$ cat config.mk
export PLATFORM = sky130hd
export DESIGN_NAME = instr_decode_stage
export DESIGN_NICKNAME = d
export VERILOG_FILES = /design/src/rtl/instr_decode_stage.sv
export SDC_FILE = /design/constraint.sdc
export NUM_CORES = 1
export LEC_CHECK = 0
export ABC_AREA = 1
export ABC_CLOCK_PERIOD_IN_PS = 12700
export BUFFER_PORTS_ARGS = -buffer_cell sky130_fd_sc_hd__buf_4
export CAP_MARGIN = 20
export CORE_MARGIN = 10
export CORE_UTILIZATION = 55
export CTS_BUF_LIST = sky130_fd_sc_hd__clkbuf_2
export CTS_CLUSTER_SIZE = 10
export DETAILED_ROUTE_END_ITERATION = 6
export HOLD_SLACK_MARGIN = 0.03
export PLACE_DENSITY = 0.81
export SLEW_MARGIN = 20
export SYNTH_ARGS = -nofsm -noshare
export SYNTH_HDL_FRONTEND = slang
export SYNTH_SLANG_ARGS = --single-unit
$ cat constraint.sdc
create_clock -name clk -period 12.7 [get_ports clk]
set_input_delay 3.175 -clock clk [delete_from_list [all_inputs] [get_ports clk]]
set_output_delay 3.175 -clock clk [all_outputs]
set_load 0.01 [all_outputs]
$ cat src/rtl/instr_decode_stage.sv
// Registered instruction-decode stage with a 2-entry skid buffer, PC carry and flush.
// Optional per-class delivery counters are enabled by defining DECODE_STATS_EN.
module instr_decode_stage #(
    parameter int INSTR_W  = 32,
    parameter int DATA_W   = 32,
    parameter int OPCODE_W = 6,
    parameter int REG_W    = 5,
    parameter int FUNCT_W  = 6,
    parameter int IMM_W    = 16
) (
    input  logic                                          clk,
    input  logic                                          rst,
    input  logic                                          flush,
    input  logic                                          in_valid,
    output logic                                          in_ready,
    input  logic [INSTR_W-1:0]                            in_instr,
    input  logic [DATA_W-1:0]                             in_pc,
    output logic                                          out_valid,
    input  logic                                          out_ready,
    output logic [DATA_W-1:0]                             out_pc,
    output logic [OPCODE_W-1:0]                           opcode,
    output logic [REG_W-1:0]                              rs,
    output logic [REG_W-1:0]                              rt,
    output logic [REG_W-1:0]                              rd,
    output logic [INSTR_W-OPCODE_W-3*REG_W-FUNCT_W-1:0]   shamt,
    output logic [FUNCT_W-1:0]                            funct,
    output logic [DATA_W-1:0]                             imm_ext,
    output logic [INSTR_W-OPCODE_W-1:0]                   jtarget,
    output logic                                          is_rtype,
    output logic                                          is_itype,
    output logic                                          is_jtype
`ifdef DECODE_STATS_EN
    ,
    output logic [31:0]                                   cnt_r,
    output logic [31:0]                                   cnt_i,
    output logic [31:0]                                   cnt_j
`endif
);

    localparam int SH_W = INSTR_W - OPCODE_W - 3 * REG_W - FUNCT_W;
    localparam int JT_W = INSTR_W - OPCODE_W;

    typedef enum logic [1:0] {
        EMPTY = 2'd0,
        ONE   = 2'd1,
        FULL  = 2'd2
    } state_e;

    typedef struct packed {
        logic [DATA_W-1:0]   pc;
        logic [OPCODE_W-1:0] opcode;
        logic [REG_W-1:0]    rs;
        logic [REG_W-1:0]    rt;
        logic [REG_W-1:0]    rd;
        logic [SH_W-1:0]     shamt;
        logic [FUNCT_W-1:0]  funct;
        logic [DATA_W-1:0]   imm_ext;
        logic [JT_W-1:0]     jtarget;
        logic                is_r;
        logic                is_i;
        logic                is_j;
    } entry_t;

    state_e count_q, count_d;
    logic   in_ready_q, in_ready_d;
    entry_t head_q, head_d;
    entry_t tail_q, tail_d;
    entry_t new_entry;
    entry_t head_vis;
    logic   push, pop;

    // Decode happens on entry so the buffer holds fully decoded fields.
    always_comb begin
        logic [IMM_W-1:0] imm;
        imm                = in_instr[IMM_W-1:0];
        new_entry          = '0;
        new_entry.pc       = in_pc;
        new_entry.opcode   = in_instr[INSTR_W-1 -: OPCODE_W];
        new_entry.rs       = in_instr[INSTR_W-OPCODE_W-1 -: REG_W];
        new_entry.rt       = in_instr[INSTR_W-OPCODE_W-REG_W-1 -: REG_W];
        new_entry.rd       = in_instr[INSTR_W-OPCODE_W-2*REG_W-1 -: REG_W];
        new_entry.shamt    = in_instr[FUNCT_W +: SH_W];
        new_entry.funct    = in_instr[FUNCT_W-1:0];
        new_entry.jtarget  = in_instr[JT_W-1:0];
        new_entry.is_r     = (new_entry.opcode == OPCODE_W'(0));
        new_entry.is_j     = (new_entry.opcode == OPCODE_W'(2)) || (new_entry.opcode == OPCODE_W'(3));
        new_entry.is_i     = !new_entry.is_r && !new_entry.is_j;
        if ((new_entry.opcode == OPCODE_W'(12)) || (new_entry.opcode == OPCODE_W'(13)) ||
            (new_entry.opcode == OPCODE_W'(14))) begin
            new_entry.imm_ext            = '0;
            new_entry.imm_ext[IMM_W-1:0] = imm;
        end else if (new_entry.opcode == OPCODE_W'(15)) begin
            new_entry.imm_ext                    = '0;
            new_entry.imm_ext[DATA_W-1 -: IMM_W] = imm;
        end else begin
            new_entry.imm_ext            = {DATA_W{imm[IMM_W-1]}};
            new_entry.imm_ext[IMM_W-1:0] = imm;
        end
    end

    assign out_valid = (count_q != EMPTY);
    assign in_ready  = in_ready_q;
    assign push      = in_valid && in_ready_q;
    assign pop       = out_valid && out_ready;

    // NOTE: every always_comb output gets a default first so no path can infer a latch.
    always_comb begin
        count_d = count_q;
        head_d  = head_q;
        tail_d  = tail_q;
        if (flush) begin
            count_d = EMPTY;
        end else begin
            unique case (count_q)
                EMPTY: begin
                    if (push) begin
                        head_d  = new_entry;
                        count_d = ONE;
                    end
                end
                ONE: begin
                    if (push && pop) begin
                        head_d = new_entry;
                    end else if (push) begin
                        tail_d  = new_entry;
                        count_d = FULL;
                    end else if (pop) begin
                        count_d = EMPTY;
                    end
                end
                FULL: begin
                    if (pop) begin
                        head_d  = tail_q;
                        count_d = ONE;
                    end
                end
                default: count_d = EMPTY;
            endcase
        end
        // Registered so in_ready never sees out_ready combinationally.
        in_ready_d = (count_d != FULL);
    end

    // NOTE: sequential state uses non-blocking assignments; control resets, payload does not.
    always_ff @(posedge clk) begin
        if (rst) begin
            count_q    <= EMPTY;
            in_ready_q <= 1'b0;
        end else begin
            count_q    <= count_d;
            in_ready_q <= in_ready_d;
        end
    end

    // NOTE: buffer payload is not reset; it is only observed through out_valid gating.
    always_ff @(posedge clk) begin
        head_q <= head_d;
        tail_q <= tail_d;
    end

    always_comb begin
        head_vis = out_valid ? head_q : '0;
        out_pc   = head_vis.pc;
        opcode   = head_vis.opcode;
        rs       = head_vis.rs;
        rt       = head_vis.rt;
        rd       = head_vis.rd;
        shamt    = head_vis.shamt;
        funct    = head_vis.funct;
        imm_ext  = head_vis.imm_ext;
        jtarget  = head_vis.jtarget;
        is_rtype = head_vis.is_r;
        is_itype = head_vis.is_i;
        is_jtype = head_vis.is_j;
    end

`ifdef DECODE_STATS_EN
    logic [31:0] cnt_r_q, cnt_r_d;
    logic [31:0] cnt_i_q, cnt_i_d;
    logic [31:0] cnt_j_q, cnt_j_d;

    // Counted on delivery, including a pop that coincides with flush; saturating.
    always_comb begin
        cnt_r_d = cnt_r_q;
        cnt_i_d = cnt_i_q;
        cnt_j_d = cnt_j_q;
        if (pop && head_q.is_r && (cnt_r_q != '1)) cnt_r_d = cnt_r_q + 32'd1;
        if (pop && head_q.is_i && (cnt_i_q != '1)) cnt_i_d = cnt_i_q + 32'd1;
        if (pop && head_q.is_j && (cnt_j_q != '1)) cnt_j_d = cnt_j_q + 32'd1;
    end

    always_ff @(posedge clk) begin
        if (rst) begin
            cnt_r_q <= '0;
            cnt_i_q <= '0;
            cnt_j_q <= '0;
        end else begin
            cnt_r_q <= cnt_r_d;
            cnt_i_q <= cnt_i_d;
            cnt_j_q <= cnt_j_d;
        end
    end

    assign cnt_r = cnt_r_q;
    assign cnt_i = cnt_i_q;
    assign cnt_j = cnt_j_q;
`endif

endmodule

== After elaboration in Yosys (flattened, before gate mapping) ==
Index checks and enable logic that the tools add are counted.

* Bitwise operators: 2
* Reduce and logical (&&, ||, !) cells: 15
* Eq/ne operators: 12
* Multiplexer cells: 14

{| class="wikitable"
|+ Operators with widths
! cell !! number
|-
| two-way mux 125 bit || 4
|-
| one-hot mux 125 bit (3 select lines) || 1
|-
| two-way mux 32 bit || 1
|-
| two-way mux 31 bit || 1
|-
| == test 6 x 4 -> 1 bit (second input constant) || 4
|-
| == test 6 x 2 -> 1 bit (second input constant) || 2
|-
| two-way mux 2 bit || 6
|-
| != test 2 bit (second input constant) || 4
|-
| logical NOT 6 bit || 1
|-
| one-hot mux 2 bit (3 select lines) || 1
|-
| AND reduction 5 bit || 1
|-
| logical AND 1 bit || 4
|-
| AND reduction 4 bit || 1
|-
| logical OR 1 bit || 3
|-
| nonzero test 3 bit || 1
|-
| == test 2 x 1 -> 1 bit (second input constant) || 1
|-
| == test 2 bit (second input constant) || 1
|-
| logical NOT 1 bit || 2
|-
| logical NOT 2 bit || 1
|-
| inverter 1 bit || 2
|-
| nonzero test 2 bit || 1
|}

* Logic and storage cells: 69
* Output and inout port bits: 127
* Input bits: 69
* Flip-flop bits (word level): 253

== Longest topological paths before layout ==
Gate-level depths: netlist of the first run.

* Depth after elaboration: 8
* Gate-level depth with buffers: 8
* Depth with buffers taken out: 7

== Least setup slack after synthesis of the first run ==
No wires, ideal clock.

* Path kind: input -> register
* Start point: input out_ready
* End point: register head_q[0] (netlist name), enable pin
* Stages: 2
* Setup time: 0.700 ns
* Required time: 12.000 ns
* Arrival time: 10.456 ns
* Slack: 1.543 ns
* Buffers on the path: 0
* Cells stage by stage: o21ai_0 -> nor3b_1

* Word-level cells in the longest chain between the ends: 4
* Elaborated cells between the ends (all ways): 5
* Those cells by class: eq/ne: 2; reduce/logical: 3

{| class="wikitable"
|+ Ends and longest elaborated chain
! element !! line !! text
|-
| start: declaration || 19 || <nowiki>input logic out_ready,</nowiki>
|-
| logical AND 1 bit (*) || 104 || <nowiki>assign pop = out_valid && out_ready;</nowiki>
|-
| logical AND 1 bit || 122 || <nowiki>if (push && pop) begin</nowiki>
|-
| != test 2 bit (no line) || n/a ||
|-
| AND reduction 5 bit (no line) (*) || n/a ||
|-
| end signal: assignment || 157 || <nowiki>head_q <= head_d;</nowiki>
|-
| end: declaration || 66 || <nowiki>entry_t head_q, head_d;</nowiki>
|}

Mark *: on every way between the ends. The rest lies on a longest branch, timed or not.
A chain may end at the register's enable or synchronous reset.

== Final worst setup path of the first run ==
* Start point: register count_q[1]
* End point: output jtarget[2]

* Word-level cells in the longest chain between the ends: 2

{| class="wikitable"
|+ Ends and longest elaborated chain
! element !! line !! text
|-
| start: declaration || 64 || <nowiki>state_e count_q, count_d;</nowiki>
|-
| start signal: assignment || 150 || <nowiki>count_q <= count_d;</nowiki>
|-
| nonzero test 2 bit || 101 || <nowiki>assign out_valid = (count_q != EMPTY);</nowiki>
|-
| two-way mux 125 bit || 162 || <nowiki>head_vis = out_valid ? head_q : '0;</nowiki>
|-
| end: declaration || 28 || <nowiki>output logic [INSTR_W-OPCODE_W-1:0] jtarget,</nowiki>
|}

Every way passes these cells.

==> results of run 1 <==
[cell families after synthesis]
kind of cell	after synthesis
buffers and inverters	186
AND/OR/NAND/NOR	435
flip-flops	201
AO/OA/AOI/OAI	22
[state kept, by name, summed over array words and instances, names as in the netlist]
register,flops
in_ready,1
tail_q,99
head_q,99
count_q,2
[worst reg2reg max path, cell delays in order, from the launching register on]
cell,delay [ns]
dfxtp_1,0.39
nor2_4,0.67
o21ai_0,0.26
nor3b_2,0.20
buf_4,0.42
buf_4,0.78
[layer usage]
layer	vias up	GRT usage (%)	share of wire [%]
met2	233	29.7	49
met1	2801	20.0	40
met4	0	8.72	3.5
met5	-	0	0
li1	3034	-	-
met3	52	5.84	8.0
[area by class of cell]
| cell class | instances | share of cell area, % |
|---|---|---|
| Inverter | 123 | 4.39 |
| Clock buffer | 72 | 3.38 |
| Sequential cell | 201 | 56.4 |
| Timing Repair Buffer | 201 | 14.2 |
| Clock inverter | 2 | 0.0822 |
| Tap cell | 216 | 2.54 |
| Multi-Input combinational cell | 457 | 19.1 |
| Antenna cell | 1 | 0.0235 |
[stage by stage]
stage	hold slack (ns)	setup WS [ns]
final	0.489	6.60
after global routing	0.479	6.29
after CTS	0.497	6.48
after detailed placement	0.497	7.37
after global placement	0.490	7.47
after floorplan	0.487	1.54
[how the worst min path moves through the flow]
stage | cells after the start | slack, ns | from | to
after floorplan | 2 | 0.49 | tail_q[100] | head_q[100]
after global routing | 2 | 0.48 | tail_q[109] | head_q[109]
final | 2 | 0.49 | tail_q[109] | head_q[109]
after detailed placement | 2 | 0.50 | tail_q[107] | head_q[107]
after CTS | 2 | 0.50 | tail_q[43] | head_q[43]
after global placement | 2 | 0.49 | tail_q[116] | head_q[116]
[Yosys cell counts (6+ instances only)]
| library cell | instances |
|---|---|
| nor2_1 | 111 |
| buf_4 | 28 |
| o21ai_0 | 17 |
| nand2_1 | 258 |
| buf_2 | 24 |
| clkbuf_1 | 6 |
| inv_1 | 121 |
| edfxtp_1 | 198 |
| nor2_4 | 10 |
| nand2_2 | 15 |
| nand3_1 | 23 |
| nand3_2 | 10 |
[report_power, final]
group	switching, mW	internal, mW
sequential	0.00293	0.742
clock	0.234	0.146
combinational	0.0513	0.0384
==> summary.md, run 1 <==
| Metric | Value |
|---|---|
| DIE AREA | `21700 um2` |
| Reg2Reg Launch Point | `count_q[1]` |
| HP Class | `reg2reg` |
| Number of synthesized register bits | `201` |
| Largest net degree at the start of global routing | `90` |
| HPWL after DPL | `13.2 mm` |
| Period minus WS final | `6.10 ns` |
| H-Tree Depth | `2` |
| Clk slew on worst S/H paths | `0.09 ns` |
| CTS resizes | `0` |
| Num CTS Buffers | `50` |
| CTS tree | `yes` |
| Final Cycle Share | `48.0%` |
| Commonest non-fill, non-tap cell in the layout | `nand2_1` |
| Worst slew margin | `37.2%` |
| Post-route cell area | `10700 um2` |
| Routed via count | `6120` |
| Top FF cell, synth | `edfxtp_1` |
| Slew Limit Fails | `0` |
| Post-synthesis mux area share | `0%` |
| Die width | `147 um` |
| Critical path endpoint | `jtarget[2]` |
| Yosys warning total | `0` |
| Routed Antenna Nets | `0` |
| Critical Path AT | `2.92 ns` |
| Mapped cell area | `8910 um2` |
| Slowest library cell on the worst path | `buf_4` |
| TNS Setup | `0 ns` |
| DRC Markers | `0` |
| Main combinational cell family by area after synthesis | `simple AND/OR/NAND/NOR gates` |
| CP Class | `reg2out` |
| Outcome | `finished, final reports clean` |
| Initial antenna violation count | `1` |
| R2R Setup Slk | `9.54 ns` |
| CTS max path bufs | `3` |
| Crit-path max cell delay | `0.68 ns` |
| Initial Util | `56.1%` |
| Clock root cell | `clkbuf_2` |
| Initial DRC Count | `397` |
| DIE HEIGHT | `147 um` |
| Fin cells | `1273` |
| Worst skew pair latency | `0.78 ns` |
| DP Cell Count | `1198` |
| Vias in the first global route | `6284` |
| Syn avg cell area | `10.6 um2` |
| Async S/R FF share, synth | `0%` |
| Simple-gate portion of the synthesized area | `21.3%` |
| Crit path top cell by count | `buf_4` |
| Routed WL | `19.7 mm` |
| Leakage power | `4.99 nW` |
| Required @ worst endpoint | `9.52 ns` |
| Worst slew pin tran | `0.942 ns` |
| Synth top area share | `66.7%` |
| Xor/xnor cell area share of the yosys netlist | `0%` |
| Final setup violation count | `0` |
| Synth area leaders | `edfxtp_1 67%, nand2_1 11%, inv_1 5.1%` |
| Startpoint Class | `flip-flop` |
| Worst path bufs/invs | `2` |
| Fin nets | `1103` |
| Postcts setup bufs | `0` |
| Via/cell ratio | `4.81` |
| Worst r2r path cells | `5` |
| Worst Path Max Fanout | `65` |
| Overflow after GRT | `0` |
| PwrDens | `114 nW/um2` |
| Area after DPL | `10300 um2` |
| IO buf count | `195` |
| Max-cap violations | `0` |
| Complex-gate fraction of the synthesized area | `1.26%` |
| First-pass GRT wire length | `31.0 mm` |
| Tot GR Track Use | `17.7%` |
| Sequential-to-total area share from yosys stat | `67.4%` |
| Drt wl/cell | `15.5 um` |
| FP Rows | `46` |
| IO Count | `196` |
| DR pass1 iterations | `5` |
| Most frequent cells in the layout | `257 x nand2_1, 201 x buf_4, 198 x edfxtp_1, 121 x inv_1, 110 x nor2_1` |
| Power, Total | `1.21 mW` |
| Post-CTS Hold Buffers | `0` |
| Setup repair after global routing missed its margin | `false` |
| Setup crit start | `count_q[1]` |
| Post-synth EDFFs | `198` |
| CP endpoint kind | `primary output` |
| Hold Fails Final Rpt | `0` |
| Cell depth of the worst setup path | `4` |
| Syn Nets | `913` |
| P&R area growth vs syn | `19.6%` |
| Synth Area in Adders | `0%` |
| Seq. cell area | `6010 um2` |
| Synth cell types | `27` |
| Utilization after layout | `67.1%` |
| Routability congestion estimate | `0.798` |
| # fillers | `1288` |
| Post-synth top area cell | `edfxtp_1` |
| Share of layout cells above drive strength 1 | `30.3%` |
| R2r endpoint | `head_q[119]` |
| Critical-path cell list | `nor2_4 -> buf_4 -> nor2_1 -> buf_4` |
| VDD IR max | `60.5 uV` |
| Core area | `15900 um2` |
| Crit-path leading delay family | `buffers and inverters` |
| Clk_skew | `0.0329 ns` |
| Area of the multi-input gates | `2030 um2` |
| Synth Instances | `844` |
| Clock sinks | `201` |
| Max Clk Rate | `164 MHz` |
Note: power is estimated with default switching activity, not from simulation.
==> run 2, diff against run 1 <==
--- a/config.mk
+++ b/config.mk
@@ -5,17 +5,17 @@
 export SDC_FILE = /design/constraint.sdc
 export NUM_CORES = 1
 export LEC_CHECK = 0
-export ABC_AREA = 1
-export ABC_CLOCK_PERIOD_IN_PS = 12700
+export ABC_AREA = 0
+export ABC_CLOCK_PERIOD_IN_PS = 5300
 export BUFFER_PORTS_ARGS = -buffer_cell sky130_fd_sc_hd__buf_4
 export CAP_MARGIN = 20
 export CORE_MARGIN = 10
-export CORE_UTILIZATION = 55
+export CORE_UTILIZATION = 51
 export CTS_BUF_LIST = sky130_fd_sc_hd__clkbuf_2
 export CTS_CLUSTER_SIZE = 10
 export DETAILED_ROUTE_END_ITERATION = 6
 export HOLD_SLACK_MARGIN = 0.03
-export PLACE_DENSITY = 0.81
+export PLACE_DENSITY = 0.79
 export SLEW_MARGIN = 20
 export SYNTH_ARGS = -nofsm -noshare
 export SYNTH_HDL_FRONTEND = slang
==> constraint.sdc (replaced) <==
create_clock -name clk -period 5.3 [get_ports clk]
set_input_delay 1.325 -clock clk [delete_from_list [all_inputs] [get_ports clk]]
set_output_delay 1.325 -clock clk [all_outputs]
set_load 0.01 [all_outputs]
==> run 2 against run 1 <==
Net effect: core utilization decreased by 3.8 points; sequential cell count did not move; count of clock-buffer cells in the layout rose by 9; largest power group unchanged; highest routed layer unchanged; worst hold slack lost 0.011 ns; critical path depth unchanged; sequential share of layout area rose by 0.70 points; register-to-register slack worse by 6.5 ns; critical path type unchanged; synthesized cell count decreased by 19%; combinational power up 150%; non-clock buffer count up 2; die area is 4.4% higher; first-iteration DRC count decreased by 35%.
==> summary.md, run 2 <==
| Metric | Value |
|---|---|
| Initial antenna violation count | `1 (unchanged)` |
| CTS tree | `yes` |
| Worst slew pin tran | `0.798 ns (-0.144 ns)` |
| Num CTS Buffers | `51 (+2.0%)` |
| Largest net degree at the start of global routing | `99 (+10%)` |
| Clock root cell | `clkbuf_2` |
| First-pass GRT wire length | `29.9 mm (-3.6%)` |
| Fin nets | `945 (-14%)` |
| Routability congestion estimate | `0.758 (-5.0%)` |
| TNS Setup | `0 ns (unchanged)` |
| Routed via count | `5666 (-7.4%)` |
| # fillers | `1283 (-0.39%)` |
| Max Clk Rate | `265 MHz` |
| Drt wl/cell | `17.2 um (+11%)` |
| CTS resizes | `0 (unchanged)` |
| VDD IR max | `165 uV (+170%)` |
| Setup ws final | `1.53 ns (-5.08 ns)` |
| Async S/R FF share, synth | `0% (unchanged)` |
| Sequential-to-total area share from yosys stat | `69.2% (+1.8 points)` |
| Area after DPL | `10100 um2 (-2.2%)` |
| Worst skew pair latency | `0.79 ns (about the same)` |
| DP Cell Count | `1043 (-13%)` |
| Syn avg cell area | `12.7 um2 (+20%)` |
| Slew Limit Fails | `0 (unchanged)` |
| Fin cells | `1134 (-11%)` |
| Clock share of power | `34.1% (+2.8 points)` |
| Clk_skew | `0.0473 ns (+0.0145 ns)` |
| Top flop regs | `head_q (99), tail_q (99), count_q (2)` |
| Worst slew margin | `46.8% (+9.6 points)` |
| Clock sinks | `201 (unchanged)` |
| P&R area growth vs syn | `21.2%` |
| IO Count | `196 (unchanged)` |
| Outcome | `finished, final reports clean` |
| Core area | `16600 um2 (+4.8%)` |
| Max-cap violations | `0 (unchanged)` |
| Startpoint Class | `flip-flop` |
| DIE HEIGHT | `150 um (+2.2%)` |
| Top post-synthesis cells by count | `223 x nand2_1, 198 x edfxtp_1, 116 x and2_1, 33 x buf_4, 17 x o21ai_0` |
| Final Cycle Share | `71.2%` |
| CP Class | `reg2out` |
| Syn Nets | `754 (-17%)` |
| CTS max path bufs | `3 (unchanged)` |
| HPWL after DPL | `12.7 mm (-4.1%)` |
| Synth Instances | `685 (-19%)` |
| Top FF cell, synth | `edfxtp_1` |
| Utilization after layout | `63.2% (-3.8 points)` |
| Worst Path Max Fanout | `98 (+51%)` |
| Yosys warning total | `0 (unchanged)` |
| Synth cell types | `35 (+30%)` |
| Hold Fails Final Rpt | `0 (unchanged)` |
| Internal | `2.33 mW (+150%)` |
| Post-synth top area cell | `edfxtp_1` |
| Vias in the first global route | `5736 (-8.7%)` |
| Synth area leaders | `edfxtp_1 68%, nand2_1 9.6%, and2_1 8.4%` |
| Required @ worst endpoint | `3.97 ns (-5.55 ns)` |
| Post-route cell area | `10500 um2 (-1.2%)` |
| Power, Total | `3.04 mW (+150%)` |
| H-Tree Depth | `2 (unchanged)` |
| Sequential power share | `58.6% (-2.7 points)` |
| Mapped cell area | `8680 um2 (-2.6%)` |
| HP Class | `reg2reg` |
| Critical Path AT | `2.45 ns (-0.47 ns)` |
| DRC Markers | `0 (unchanged)` |
| Setup repair after global routing missed its margin | `false` |
| Final setup violation count | `0 (unchanged)` |
| Overflow after GRT | `0 (unchanged)` |
| IO buf count | `195 (unchanged)` |
| Period minus WS final | `3.77 ns` |
| DIE AREA | `22600 um2 (+4.4%)` |
| DR pass1 iterations | `4 (-1)` |
| Sw Share | `23.5% (-0.20 points)` |
| Initial DRC Count | `260 (-35%)` |
| Routed WL | `19.5 mm (-1.1%)` |
| Routed Antenna Nets | `0 (unchanged)` |
| Die width | `150 um (+2.2%)` |
| Most frequent cells in the layout | `223 x nand2_1, 203 x buf_4, 198 x edfxtp_1, 116 x and2_1, 81 x clkbuf_2` |
| Number of synthesized register bits | `201 (unchanged)` |
| Synth top area share | `68.5% (+1.8 points)` |
| Initial Util | `52.2% (-3.9 points)` |
| CP endpoint kind | `primary output` |
| Via/cell ratio | `5.00 (+3.9%)` |
| FP Rows | `47 (+2.2%)` |
| Postcts setup bufs | `0 (unchanged)` |
| Share of layout cells above drive strength 1 | `34.8% (+4.5 points)` |
| Post-synth EDFFs | `198 (unchanged)` |
| Leakage power | `4.43 nW (-11%)` |
| Clk slew on worst S/H paths | `0.10 ns (about the same)` |
| Commonest non-fill, non-tap cell in the layout | `nand2_1` |
| PwrDens | `289 nW/um2 (+150%)` |
| Comb pwr share | `7.3% (about the same)` |
| Most common cell in the synthesized netlist | `nand2_1` |
| Tot GR Track Use | `16.6% (-1.1 points)` |
| Dpl ws | `2.17 ns (-5.19 ns)` |
| Sw Pwr | `0.716 mW (+150%)` |
| Post-CTS Hold Buffers | `0 (unchanged)` |
| Hold Slack | `0.477 ns (-0.0113 ns)` |
-- run 2: critical path, cell delays in order, from the launching register on --
cell and delay (ns):
dfxtp_1 0.48, or2_2 0.18, buf_4 0.59, and2_1 0.28, buf_4 0.15
-- run 2: worst paths after layout --
check / startpoint / endpoint / slack, ns / depth (start not counted)
max: count_q[0] / jtarget[0] / 1.53 / 4
min: tail_q[74] / head_q[74] / 0.48 / 2
max reg2reg: count_q[1] / head_q[58] / 2.99 / 4
min reg2reg: tail_q[74] / head_q[74] / 0.48 / 2
-- run 2: layout make-up --
type / count / area [um2] / area share (%)
well taps: 220 / 275 / 2.62
repair buffers: 203 / 1520 / 14.5
clock inverters: 9 / 61.3 / 0.583
inverters: 1 / 3.75 / 0.0357
diodes: 1 / 2.50 / 0.0238
flip-flops and latches: 201 / 6010 / 57.1
multi-input cells: 418 / 2250 / 21.4
clock buffers: 81 / 405 / 3.85
-- run 2: metal layers --
metal	up-vias	track usage (%)	share of wire (%)
met5	-	0	0
met4	0	6.41	1.8
met3	29	5.13	7.4
met2	205	28.2	51
met1	2708	19.3	39
li1	2724	-	-
-- run 2: power by group through the flow --
stage	Clock [mW]	Sequential (mW)	Combinational, mW
after CTS	1.08	1.78	0.226
after floorplan	0	1.82	0.113
final	1.04	1.78	0.223
after detailed placement	0	1.82	0.225
after global placement	0	1.82	0.218
after global routing	1.16	1.78	0.245
-- run 2: cells by family (layout without fill, tap and decap cells) --
family	count (synthesis)	count (layout)	share of synthesized area (%)
buffers and inverters	66	294	5.26
other	0	1	0
multiplexers	5	5	0.634
flip-flops	201	201	69.2
AO/OA/AOI/OAI	54	54	4.91
AND/OR/NAND/NOR	359	359	20.0
==> run 3, diff against run 2 <==
--- a/config.mk
+++ b/config.mk
@@ -6,16 +6,16 @@
 export NUM_CORES = 1
 export LEC_CHECK = 0
 export ABC_AREA = 0
-export ABC_CLOCK_PERIOD_IN_PS = 5300
+export ABC_CLOCK_PERIOD_IN_PS = 3790
 export BUFFER_PORTS_ARGS = -buffer_cell sky130_fd_sc_hd__buf_4
 export CAP_MARGIN = 20
 export CORE_MARGIN = 10
-export CORE_UTILIZATION = 51
+export CORE_UTILIZATION = 55
 export CTS_BUF_LIST = sky130_fd_sc_hd__clkbuf_2
 export CTS_CLUSTER_SIZE = 10
 export DETAILED_ROUTE_END_ITERATION = 6
 export HOLD_SLACK_MARGIN = 0.03
-export PLACE_DENSITY = 0.79
+export PLACE_DENSITY = 0.81
 export SLEW_MARGIN = 20
 export SYNTH_ARGS = -nofsm -noshare
 export SYNTH_HDL_FRONTEND = slang
==> constraint.sdc (replaced) <==
create_clock -name clk -period 3.79 [get_ports clk]
set_input_delay 0.9475 -clock clk [delete_from_list [all_inputs] [get_ports clk]]
set_output_delay 0.9475 -clock clk [all_outputs]
set_load 0.01 [all_outputs]
==> run 3 against run 2 <==
Net effect: combinational power grew 41%; die area shrank 6.3%; sequential power grew 40%; first-iteration DRC count grew 27%; clock power grew 20%; via count grew 0.25%; sequential share of layout area grew 0.44 points; critical path type unchanged; largest cell class unchanged.
==> summary.md, run 3 (synthesized netlist as in run 2, its figures left out) <==
| Metric | Value |
|---|---|
| Post-CTS Hold Buffers | `0 (unchanged)` |
| Clock share of power | `30.8% (-3.3 points)` |
| Clk_skew | `0.0404 ns (-0.00695 ns)` |
| Critical Path AT | `2.48 ns (+0.03 ns)` |
| Final setup violation count | `0 (unchanged)` |
| Area after DPL | `10100 um2 (+0.14%)` |
| Utilization after layout | `68.2% (+5.0 points)` |
| Worst r2r path cells | `4 (unchanged)` |
| Drt wl/cell | `17.4 um (+1.5%)` |
| HPWL after DPL | `13.1 mm (+3.6%)` |
| Share of layout cells above drive strength 1 | `33.3% (-1.5 points)` |
| DIE AREA | `21200 um2 (-6.3%)` |
| PwrDens | `388 nW/um2 (+34%)` |
| Cell depth of the worst setup path | `4 (unchanged)` |
| Worst slew pin tran | `0.953 ns (+0.155 ns)` |
| Sequential power share | `61.4% (+2.8 points)` |
| CP endpoint kind | `primary output` |
| CTS max path bufs | `3 (unchanged)` |
| Worst path bufs/invs | `2 (unchanged)` |
| Routability congestion estimate | `0.798 (+5.3%)` |
| Core area | `15300 um2 (-8.0%)` |
| Sw Share | `23.9% (+0.40 points)` |
| Clock root cell | `clkbuf_2` |
| DIE HEIGHT | `146 um (-3.2%)` |
| Crit-path max cell delay | `0.59 ns (about the same)` |
| Overflow after GRT | `0 (unchanged)` |
| TNS Setup | `0 ns (unchanged)` |
| H-Tree Depth | `2 (unchanged)` |
| IO buf count | `195 (unchanged)` |
| Top flop regs | `head_q (99), tail_q (99), count_q (2)` |
| HP Class | `in2reg` |
| DP Cell Count | `1034 (-0.86%)` |
| Initial Util | `56.7% (+4.5 points)` |
| Routed via count | `5680 (+0.25%)` |
| Fin nets | `943 (-0.21%)` |
| DRC Markers | `0 (unchanged)` |
| Critical-path cell list | `or2_2 -> buf_4 -> and2_1 -> buf_4` |
| Period minus WS final | `3.43 ns` |
| # fillers | `1137 (-11%)` |
| Comb pwr share | `7.8% (+0.5 points)` |
| CTS tree | `yes` |
| Postcts setup bufs | `0 (unchanged)` |
| Commonest non-fill, non-tap cell in the layout | `nand2_1` |
| Tot GR Track Use | `17.8% (+1.2 points)` |
| Internal | `3.09 mW (+33%)` |
| Clock sinks | `201 (unchanged)` |
| Crit path top cell by count | `buf_4` |
| Required @ worst endpoint | `2.84 ns (-1.13 ns)` |
| IO Count | `196 (unchanged)` |
| Num CTS Buffers | `49 (-3.9%)` |
| Initial DRC Count | `329 (+27%)` |
| Largest net degree at the start of global routing | `101 (+2.0%)` |
| Worst slew margin | `36.3% (-10 points)` |
| Fin cells | `1112 (-1.9%)` |
| Clk slew on worst S/H paths | `0.10 ns (about the same)` |
| Die width | `146 um (-3.2%)` |
| Slowest library cell on the worst path | `buf_4` |
| P&R area growth vs syn | `20.3%` |
| CP Class | `reg2out` |
| Post-route cell area | `10400 um2 (-0.77%)` |
| Crit-path leading delay family | `buffers and inverters` |
| First-pass GRT wire length | `30.7 mm (+2.7%)` |
| Sw Pwr | `0.971 mW (+36%)` |
| Max Clk Rate | `292 MHz` |
| Outcome | `finished, final reports clean` |
| Vias in the first global route | `6000 (+4.6%)` |
| Hold Fails Final Rpt | `0 (unchanged)` |
| Slew Limit Fails | `0 (unchanged)` |
| Routed Antenna Nets | `0 (unchanged)` |
| Leakage power | `4.36 nW (-1.6%)` |
| Startpoint Class | `flip-flop` |
| Final Cycle Share | `90.4%` |
| Hold path depth | `2 (unchanged)` |
| Setup repair after global routing missed its margin | `false` |
| Max-cap violations | `0 (unchanged)` |
| Routed WL | `19.4 mm (-0.47%)` |
| Worst skew pair latency | `0.76 ns (-0.03 ns)` |
| Via/cell ratio | `5.11 (+2.2%)` |
| Initial antenna violation count | `1 (unchanged)` |
| Most frequent cells in the layout | `223 x nand2_1, 201 x buf_4, 198 x edfxtp_1, 116 x and2_1, 65 x clkbuf_2` |
| Worst Path Max Fanout | `100 (+2.0%)` |
| VDD IR max | `195 uV (+18%)` |
| CTS resizes | `0 (unchanged)` |
| FP Rows | `45 (-4.3%)` |
| DR pass1 iterations | `5 (+1)` |
[run 3: cell type report]
class / count / area [um2] / share of cell area [%]
Sequential cell: 201 / 6010 / 57.5
Multi-Input combinational cell: 418 / 2250 / 21.5
Timing Repair Buffer: 203 / 1550 / 14.8
Clock buffer: 65 / 325 / 3.11
Tap cell: 211 / 264 / 2.53
Clock inverter: 12 / 46.3 / 0.443
Inverter: 1 / 3.75 / 0.0359
Antenna cell: 1 / 2.50 / 0.0240
[run 3: worst paths after layout]
path,startpoint,slack [ns],to
worst min register to register,tail_q[84],0.51,head_q[84]
worst max register to register,count_q[0],1.59,head_q[35]
worst min-delay path,rst,0.38,count_q[1]
worst max-delay path,count_q[0],0.36,rd[3]
[run 3: per-stage QoR]
step	worst slack (ns)	power, mW	hold WS (ns)
6_report	0.364	4.06	0.375
3_3_place_gp	1.11	2.85	0.489
4_1_cts	0.235	4.10	0.289
2_1_floorplan	0.288	2.70	0.484
5_1_grt	0.0838	4.25	0.277
3_5_place_dp	1.06	2.86	0.494
[run 3: per-layer routing]
layer  vias to the layer above  global-route usage [%]  routed length [um]
met2                       266                    31.6               10000
met4                         0                    5.92                 299
met1                      2686                    19.8                7420
met3                        24                    5.40                1610
li1                       2704                       -                   -
met5                         -                       0                   0
[run 3: power by group through the flow]
stage                     Clock (mW)  Sequential (mW)  Combinational (mW)
after floorplan                    0             2.54               0.159
after detailed placement           0             2.54               0.318
after global placement             0             2.54               0.306
after global routing            1.41             2.50               0.346
after CTS                       1.29             2.49               0.319
final                           1.25             2.49               0.315
